## config.mk

```make
export PLATFORM = sky130hd
export DESIGN_NAME = t64_fetch_unit_flat
export DESIGN_NICKNAME = d
export VERILOG_FILES = /design/src/rtl/t64_pkg.sv /design/src/rtl/t64_fetch_unit_if.sv /design/src/rtl/t64_fetch_queue.sv /design/src/rtl/t64_fetch_unit.sv /design/src/flat_wrapper.sv
export SDC_FILE = /design/constraint.sdc
export NUM_CORES = 1
export LEC_CHECK = 0
export ABC_CLOCK_PERIOD_IN_PS = 14100
export CAP_MARGIN = 0
export CORE_ASPECT_RATIO = 1.25
export CORE_UTILIZATION = 55
export CTS_CLUSTER_SIZE = 24
export DETAILED_ROUTE_END_ITERATION = 10
export GPL_TIMING_DRIVEN = 0
export MAX_ROUTING_LAYER = met4
export PLACE_DENSITY = 0.75
export SYNTH_ARGS = -nofsm -noshare
export SYNTH_HDL_FRONTEND = slang
export SYNTH_SLANG_ARGS = --single-unit
```

## constraint.sdc

```tcl
create_clock -name clk -period 14.1 [get_ports clk]
set_input_delay 3.525 -clock clk [delete_from_list [all_inputs] [get_ports clk]]
set_output_delay 3.525 -clock clk [all_outputs]
set_load 0.1 [all_outputs]
```

## src/rtl/t64_pkg.sv

```systemverilog
// Shared Twin-64 types and widths used by the fetch front end and, later, decode.
package t64_pkg;

    localparam int T64_ADDR_W  = 32;
    localparam int T64_WORD_W  = 64;
    localparam int T64_INSTR_W = 32;

    // One buffered instruction together with the address it was fetched from.
    typedef struct packed {
        logic [T64_ADDR_W-1:0]  pc;
        logic [T64_INSTR_W-1:0] instr;
    } fetch_entry_t;

    // Clears the byte offset so an address points at the start of its 64-bit word.
    function automatic logic [T64_ADDR_W-1:0] word_align(input logic [T64_ADDR_W-1:0] addr);
        return {addr[T64_ADDR_W-1:3], 3'b000};
    endfunction

endpackage

```

## src/rtl/t64_fetch_unit_if.sv

```systemverilog
// Bus bundle between the fetch unit, the instruction memory and decode.
//
// Handshake: decode takes the head entry on every rising edge where
// inst_valid && inst_ready are both 1. inst_valid never depends on
// inst_ready, and inst/inst_pc are held steady while inst_valid=1 and
// inst_ready=0. The memory side has no handshake: a read issued with
// mem_read_en=1 is answered with mem_read_data on the following cycle.
interface t64_fetch_unit_if;
    import t64_pkg::*;

    logic [T64_ADDR_W-1:0]  mem_addr;
    logic                   mem_read_en;
    logic [T64_WORD_W-1:0]  mem_read_data;
    logic                   redirect_valid;
    logic [T64_ADDR_W-1:0]  redirect_pc;
    logic                   inst_valid;
    logic [T64_INSTR_W-1:0] inst;
    logic [T64_ADDR_W-1:0]  inst_pc;
    logic                   inst_ready;

    // Fetch unit side.
    modport master (
        output mem_addr, mem_read_en, inst_valid, inst, inst_pc,
        input  mem_read_data, redirect_valid, redirect_pc, inst_ready
    );

    // Memory / decode / redirect-source side.
    modport slave (
        input  mem_addr, mem_read_en, inst_valid, inst, inst_pc,
        output mem_read_data, redirect_valid, redirect_pc, inst_ready
    );

endinterface

```

## src/rtl/t64_fetch_queue.sv

```systemverilog
// Circular FIFO of fetch entries: up to two pushes and one pop per cycle,
// synchronous flush, and an occupancy count for credit decisions upstream.
module t64_fetch_queue
    import t64_pkg::*;
#(
    parameter int DEPTH = 8
) (
    input  logic                   clk,
    input  logic                   reset,
    input  logic                   flush,
    input  logic                   push0_valid,
    input  fetch_entry_t           push0_data,
    input  logic                   push1_valid,
    input  fetch_entry_t           push1_data,
    input  logic                   pop,
    output logic                   head_valid,
    output fetch_entry_t           head_data,
    output logic [$clog2(DEPTH):0] count
);

    localparam int PTR_W = $clog2(DEPTH);
    localparam int CNT_W = PTR_W + 1;

    fetch_entry_t     store [DEPTH];
    logic [PTR_W-1:0] rd_ptr;
    logic [PTR_W-1:0] wr_ptr;
    logic [1:0]       n_push;
    logic             do_pop;

    // Second push slot is only meaningful together with the first one.
    always_comb begin
        n_push = {1'b0, push0_valid} + {1'b0, push0_valid & push1_valid};
        do_pop = pop && (count != '0);
    end

    // Pointer and occupancy update; flush wins over any push or pop.
    always_ff @(posedge clk or posedge reset) begin
        if (reset) begin
            rd_ptr <= '0;
            wr_ptr <= '0;
            count  <= '0;
        end else if (flush) begin
            rd_ptr <= '0;
            wr_ptr <= '0;
            count  <= '0;
        end else begin
            rd_ptr <= rd_ptr + PTR_W'(do_pop);
            wr_ptr <= wr_ptr + PTR_W'(n_push);
            count  <= count + CNT_W'(n_push) - CNT_W'(do_pop);
        end
    end

    // Entry storage; contents beyond count are don't-care so no reset is needed.
    always_ff @(posedge clk) begin
        if (!flush && push0_valid) begin
            store[wr_ptr] <= push0_data;
            if (push1_valid) begin
                store[wr_ptr + PTR_W'(1)] <= push1_data;
            end
        end
    end

    // Head is read straight from storage and forced to zero when empty.
    always_comb begin
        head_valid = (count != '0);
        head_data  = head_valid ? store[rd_ptr] : '0;
    end

    // Upstream credit accounting must never let the queue overflow.
    a_no_overflow: assert property (@(posedge clk) disable iff (reset)
        !flush |-> (int'(count) + int'(n_push) - int'(do_pop)) <= DEPTH);

endmodule

```

## src/rtl/t64_fetch_unit.sv

```systemverilog
// Twin-64 instruction fetch: issues 64-bit reads under a credit rule, splits
// each returned word into two instructions and queues them for decode.
module t64_fetch_unit
    import t64_pkg::*;
#(
    parameter int                    QUEUE_DEPTH = 8,
    parameter logic [T64_ADDR_W-1:0] RESET_PC    = 32'h0000_0000
) (
    input  logic             clk,
    input  logic             reset,
    t64_fetch_unit_if.master bus
);

    localparam int CNT_W  = $clog2(QUEUE_DEPTH) + 1;
    localparam int CRED_W = CNT_W + 2;

    logic [T64_ADDR_W-1:0] fetch_pc;
    logic                  skip_first;
    // Issue stage: request presented to memory this cycle.
    logic                  issue_v;
    logic                  issue_skip;
    logic [T64_ADDR_W-1:0] mem_addr_q;
    // Memory stage: mem_read_data holds this request's word this cycle.
    logic                  mem_v;
    logic                  mem_skip;
    logic [T64_ADDR_W-1:0] mem_pc;

    logic [1:0]            inflight;
    logic [CRED_W-1:0]     credit_need;
    logic                  credit_ok;
    logic [CNT_W-1:0]      q_count;
    logic                  push0_valid;
    logic                  push1_valid;
    fetch_entry_t          push0_data;
    fetch_entry_t          push1_data;
    fetch_entry_t          head_entry;
    logic                  head_valid;
    logic                  unused_redirect_lsbs;

    // The two low PC bits only select bytes within an instruction.
    assign unused_redirect_lsbs = ^bus.redirect_pc[1:0];

    // Reserve two slots per outstanding request plus two for the new one.
    always_comb begin
        inflight    = {1'b0, issue_v} + {1'b0, mem_v};
        credit_need = CRED_W'(q_count) + CRED_W'({inflight, 1'b0}) + CRED_W'(2);
        credit_ok   = (credit_need <= CRED_W'(QUEUE_DEPTH)) && !bus.redirect_valid;
    end

    // Fetch pointer, redirect handling and the two-stage request tracker.
    always_ff @(posedge clk or posedge reset) begin
        if (reset) begin
            fetch_pc   <= RESET_PC;
            skip_first <= 1'b0;
            issue_v    <= 1'b0;
            issue_skip <= 1'b0;
            mem_addr_q <= RESET_PC;
            mem_v      <= 1'b0;
            mem_skip   <= 1'b0;
            mem_pc     <= '0;
        end else if (bus.redirect_valid) begin
            fetch_pc   <= word_align(bus.redirect_pc);
            skip_first <= bus.redirect_pc[2];
            issue_v    <= 1'b0;
            issue_skip <= 1'b0;
            mem_v      <= 1'b0;
            mem_skip   <= 1'b0;
        end else begin
            mem_v    <= issue_v;
            mem_skip <= issue_skip;
            mem_pc   <= mem_addr_q;
            issue_v  <= credit_ok;
            if (credit_ok) begin
                mem_addr_q <= fetch_pc;
                fetch_pc   <= fetch_pc + 32'd8;
                issue_skip <= skip_first;
                skip_first <= 1'b0;
            end
        end
    end

    // Split the returned word: upper half is the lower address; a skipped
    // request delivers only its second instruction.
    always_comb begin
        push0_valid      = mem_v;
        push1_valid      = mem_v && !mem_skip;
        push1_data.pc    = mem_pc + 32'd4;
        push1_data.instr = bus.mem_read_data[31:0];
        if (mem_skip) begin
            push0_data = push1_data;
        end else begin
            push0_data.pc    = mem_pc;
            push0_data.instr = bus.mem_read_data[63:32];
        end
    end

    t64_fetch_queue #(
        .DEPTH (QUEUE_DEPTH)
    ) u_queue (
        .clk         (clk),
        .reset       (reset),
        .flush       (bus.redirect_valid),
        .push0_valid (push0_valid),
        .push0_data  (push0_data),
        .push1_valid (push1_valid),
        .push1_data  (push1_data),
        .pop         (bus.inst_ready),
        .head_valid  (head_valid),
        .head_data   (head_entry),
        .count       (q_count)
    );

    assign bus.mem_addr    = mem_addr_q;
    assign bus.mem_read_en = issue_v;
    assign bus.inst_valid  = head_valid;
    assign bus.inst        = head_entry.instr;
    assign bus.inst_pc     = head_entry.pc;

endmodule
```

## src/flat_wrapper.sv

```systemverilog
// flat-port wrapper written by rule: the top's interface ports become plain ports
module t64_fetch_unit_flat import t64_pkg::*;
#(
    parameter int                    QUEUE_DEPTH = 8,
    parameter logic [T64_ADDR_W-1:0] RESET_PC    = 32'h0000_0000
)
  (clk, reset, bus_mem_addr, bus_mem_read_en, bus_inst_valid, bus_inst, bus_inst_pc, bus_mem_read_data, bus_redirect_valid, bus_redirect_pc, bus_inst_ready);
  t64_fetch_unit_if bus_i ();
  input  logic clk;
  input  logic reset;
  output wire logic [$bits(bus_i.mem_addr)-1:0] bus_mem_addr;
  output wire logic [$bits(bus_i.mem_read_en)-1:0] bus_mem_read_en;
  output wire logic [$bits(bus_i.inst_valid)-1:0] bus_inst_valid;
  output wire logic [$bits(bus_i.inst)-1:0] bus_inst;
  output wire logic [$bits(bus_i.inst_pc)-1:0] bus_inst_pc;
  input wire logic [$bits(bus_i.mem_read_data)-1:0] bus_mem_read_data;
  input wire logic [$bits(bus_i.redirect_valid)-1:0] bus_redirect_valid;
  input wire logic [$bits(bus_i.redirect_pc)-1:0] bus_redirect_pc;
  input wire logic [$bits(bus_i.inst_ready)-1:0] bus_inst_ready;
  assign bus_mem_addr = bus_i.mem_addr;
  assign bus_mem_read_en = bus_i.mem_read_en;
  assign bus_inst_valid = bus_i.inst_valid;
  assign bus_inst = bus_i.inst;
  assign bus_inst_pc = bus_i.inst_pc;
  assign bus_i.mem_read_data = bus_mem_read_data;
  assign bus_i.redirect_valid = bus_redirect_valid;
  assign bus_i.redirect_pc = bus_redirect_pc;
  assign bus_i.inst_ready = bus_inst_ready;
  t64_fetch_unit #(.QUEUE_DEPTH(QUEUE_DEPTH), .RESET_PC(RESET_PC)) u_core (.clk(clk), .reset(reset), .bus(bus_i));
endmodule
```

==> results of run 1 <==
## cell families after synthesis
kind of cell | Yosys count | synth area share [%]
mux | 279 | 16.1
xor+xnor | 9 | 0.337
buf+inv | 386 | 5.49
flops | 598 | 63.5
fa+ha+maj | 18 | 0.901
other cells | 1 | 0.0136
compound gates | 328 | 6.32
simple gates | 468 | 7.40
## registers in the layout (all words and copies together) (netlist names), 3 cells and up
signal                 cells
u_core.mem_pc             29
u_core.u_queue.wr_ptr      3
u_core.u_queue.count       4
u_core.u_queue.rd_ptr      3
u_core.u_queue.store     496
u_core.bus.mem_addr       29
u_core.fetch_pc           29
## how the worst max path moves through the flow
stage	startpoint	endpoint	cells after the start
detailed placement	bus_redirect_valid	u_core.u_queue.store[6][61]	10
CTS	u_core.u_queue.rd_ptr[0]	bus_inst_pc[17]	7
global placement	bus_redirect_valid	u_core.u_queue.store[1][58]	4
global route	u_core.u_queue.rd_ptr[0]	bus_inst_pc[15]	7
floorplan	bus_redirect_valid	u_core.u_queue.store[0][0]	3
finish	u_core.u_queue.rd_ptr[1]	bus_inst[3]	7
## critical path: stages (launching register included)
cell and delay, ns:
dfrtp_1 0.35, clkbuf_1 0.46, clkbuf_1 0.67, clkbuf_1 0.64, mux4_2 0.33, mux2i_1 0.06
nor2_1 0.28, clkdlybuf4s50_1 1.21
## per-stage QoR
| step | setup TNS (ns) | worst slack [ns] | hold WS [ns] | total power, mW |
|---|---|---|---|---|
| 2_1_floorplan | 0 | 4.79 | 0.464 | 4.72 |
| 6_report | 0 | 5.95 | 0.527 | 7.06 |
| 3_3_place_gp | -81.33 | -0.374 | 0.496 | 5.45 |
| 5_1_grt | 0 | 5.78 | 0.544 | 7.32 |
| 4_1_cts | 0 | 5.91 | 0.532 | 7.08 |
| 3_5_place_dp | 0 | 6.36 | 0.522 | 5.53 |
## per-layer routing
layer	vias to the layer above	share of wire [%]
met5	-	0
met4	0	4.3
met3	235	8.8
met2	1047	51
met1	9068	36
li1	8011	-
## cells in the mapped netlist (all sizes together), types with 3 or more instances
master,n,area share (%)
edfxtp,496,54
nor2,359,4.9
clkbuf,295,4.1
a21oi,259,4.7
mux4,124,10
dfrtp,102,9.3
mux2i,97,3.5
buf,76,1.2
mux2,58,2.4
a31oi,27,0.61
nand2,26,0.38
o21ai,20,0.36
o31ai,16,0.44
ha,15,0.68
inv,14,0.19
or4,14,0.38
nand2b,11,0.25
nor2b,11,0.25
nand3,10,0.27
or3,10,0.23
nand4,9,0.20
xnor2,7,0.22
and3,4,0.091
fa,3,0.22
## cell type report
class / count / area share, %
Buffer: 371 / 4.45
Antenna cell: 5 / 0.0384
Sequential cell: 598 / 53.5
Inverter: 15 / 0.180
Clock buffer: 85 / 5.17
Timing Repair Buffer: 187 / 6.93
Multi-Input combinational cell: 1107 / 26.5
Tap cell: 651 / 2.50
Clock inverter: 21 / 0.653
## where the power goes
group,switching [mW],internal (mW)
Sequential,0.194,2.23
Combinational,2.12,0.968
Clock,0.669,0.883
==> run_results.csv, run 1 <==
group,metric,value,unit
routing,drc,0,
grt,grt_overflow,0,
timing,fin_crit,8.15,ns
cts,cts_tree,"built",
finish,drive_above_1_share,14.1,%
grt,grt_max_degree,63,
worst_setup_path,rrSetupSlack,10.18,ns
worst_setup_path,r2r.worst_path.cells,9,
routing,dr.pass1.iters,8,
worst_setup_path,critPathCaptureType,"output port",
routing,first_iter_violations,2023,
grt,grt_usage,29.9,%
routing,totalWireLength,73100,um
finish,final_cells,3040,
pwr,powerDensity,217,nW/um^2
die,die_y,252,um
timing,rsz0062_at_grt,"no",
die,dieArea,50900,um^2
finish,finalInstanceArea,32600,um^2
routing,wl_per_cell,24.0,um
die,initial_utilization,55.8,%
worst_setup_path,startpoint_type,"register",
hold_path,min_from,"u_core.skip_first",
worst_setup_path,worstSetupPathType,"register to output port",
placed_design,gp_congestion,0.863,
die,core,49300,um^2
pwr,power.leakage,10.9,nW
cts,ctsLongestPathBuffers,3,
placed_design,port_buffers,158,
worst_setup_path,cp_data_arrival_time,4.63,ns
finish,final_common_cell,"edfxtp_1",
cts,clock_latency,0.64,ns
timing,max_slew_margin,23.6,%
routing,ant_nets,0,
routing,vias,18400,
synth,synth_seq_cells,598,
die,die_w,202,um
finish,nNetsFinal,2454,
placed_design,placedCellCount,2929,
timing,clock_skew,0.0270,ns
grt,met3_usage,5.22,%
finish,final_util,66.1,%
cts,cts_resized,0,
die,pin_count,198,
synth,ys_seq_area_share,63.5,%
timing,finalSetupViolations,0,
finish,fillers,3498,
synth,ys_types,52,
worst_setup_path,crit_path_max_fanout,10,
synth,syn_area_per_cell,13.2,um^2
worst_setup_path,cp.required,10.57,ns
synth,syn_area,27500,um^2
cts,hold_buffers,0,
cts,cts_buffers,56,
worst_setup_path,reg2reg_to,"u_core.u_queue.store[7][29]",
synth,synth_warnings,0,
grt,grt_pass1_vias,18900,
run_status,status,"completed",
cts,post_cts_buffers,0,
grt,grt_antenna_before_repair,4,
timing,fmax,123,MHz
grt,grt_first_pass_wirelength,110000,um
hold_path,holdPathEnd,"u_core.issue_skip",
timing,timing.final.max_slew_violations,0,
timing,fin_crit_sh,57.8,%
finish,layout.area.seq,17400,um^2
timing,worst_pin_slew,1.15,ns
grt,grt_util_met2,49.6,%
synth,synth_edf_count,496,
finish,syn2layout_area_growth,18.5,%
synth,yosys_most_used_dff,"edfxtp_1",
pwr,ir_worst_vdd,0.212,mV
synth,ys_async_sr_fraction,17.1,%
synth,syn_inst,2087,
cts,cts.sinks,598,
placed_design,dpl-instance-area,30700,um^2
routing,via_per_inst,6.04,
cts,clk_pin_slew_worst_paths,0.06,ns
cts,clockRootBuffer,"clkbuf_16",
finish,multi_input_area,8640,um^2
hold_path,min_path_type,"register to register",
placed_design,hpwl,49200,um
grt,gr-max-usage-layer,"met2",
grt,grt_use_met1,36.0,%
job,max_cap_viol_count,0,
die,rows,91,
finish,mostFrequentLayoutCells,"edfxtp_1 (496), nor2_1 (359), clkbuf_1 (308), a21oi_1 (259), clkdlybuf4s50_1 (158)",
cts,cts.htree.levels,2,
hold_path,whs_path_depth,2,
timing,finalHoldViolCount,0,
worst_setup_path,reg2reg_from,"u_core.mem_v",
No activity file was read; power rests on OpenSTA's default activity.
==> run 2, diff against run 1 <==
--- a/config.mk
+++ b/config.mk
@@ -5,7 +5,7 @@
 export SDC_FILE = /design/constraint.sdc
 export NUM_CORES = 1
 export LEC_CHECK = 0
-export ABC_CLOCK_PERIOD_IN_PS = 14100
+export ABC_CLOCK_PERIOD_IN_PS = 8100
 export CAP_MARGIN = 0
 export CORE_ASPECT_RATIO = 1.25
 export CORE_UTILIZATION = 55
==> constraint.sdc (replaced) <==
create_clock -name clk -period 8.1 [get_ports clk]
set_input_delay 2.025 -clock clk [delete_from_list [all_inputs] [get_ports clk]]
set_output_delay 2.025 -clock clk [all_outputs]
set_load 0.1 [all_outputs]
==> results of run 2 <==
Same layout as run 1 (identical final DEF). Status: completed.
Main changes from that run: setup slack after placement 6.36 ns -> 1.86 ns; setup slack after layout 5.95 ns -> 1.45 ns; register-to-register setup slack 10.18 ns -> 4.18 ns; total power 7.06 mW -> 12.3 mW; worst IR drop on VDD 0.212 mV -> 0.369 mV
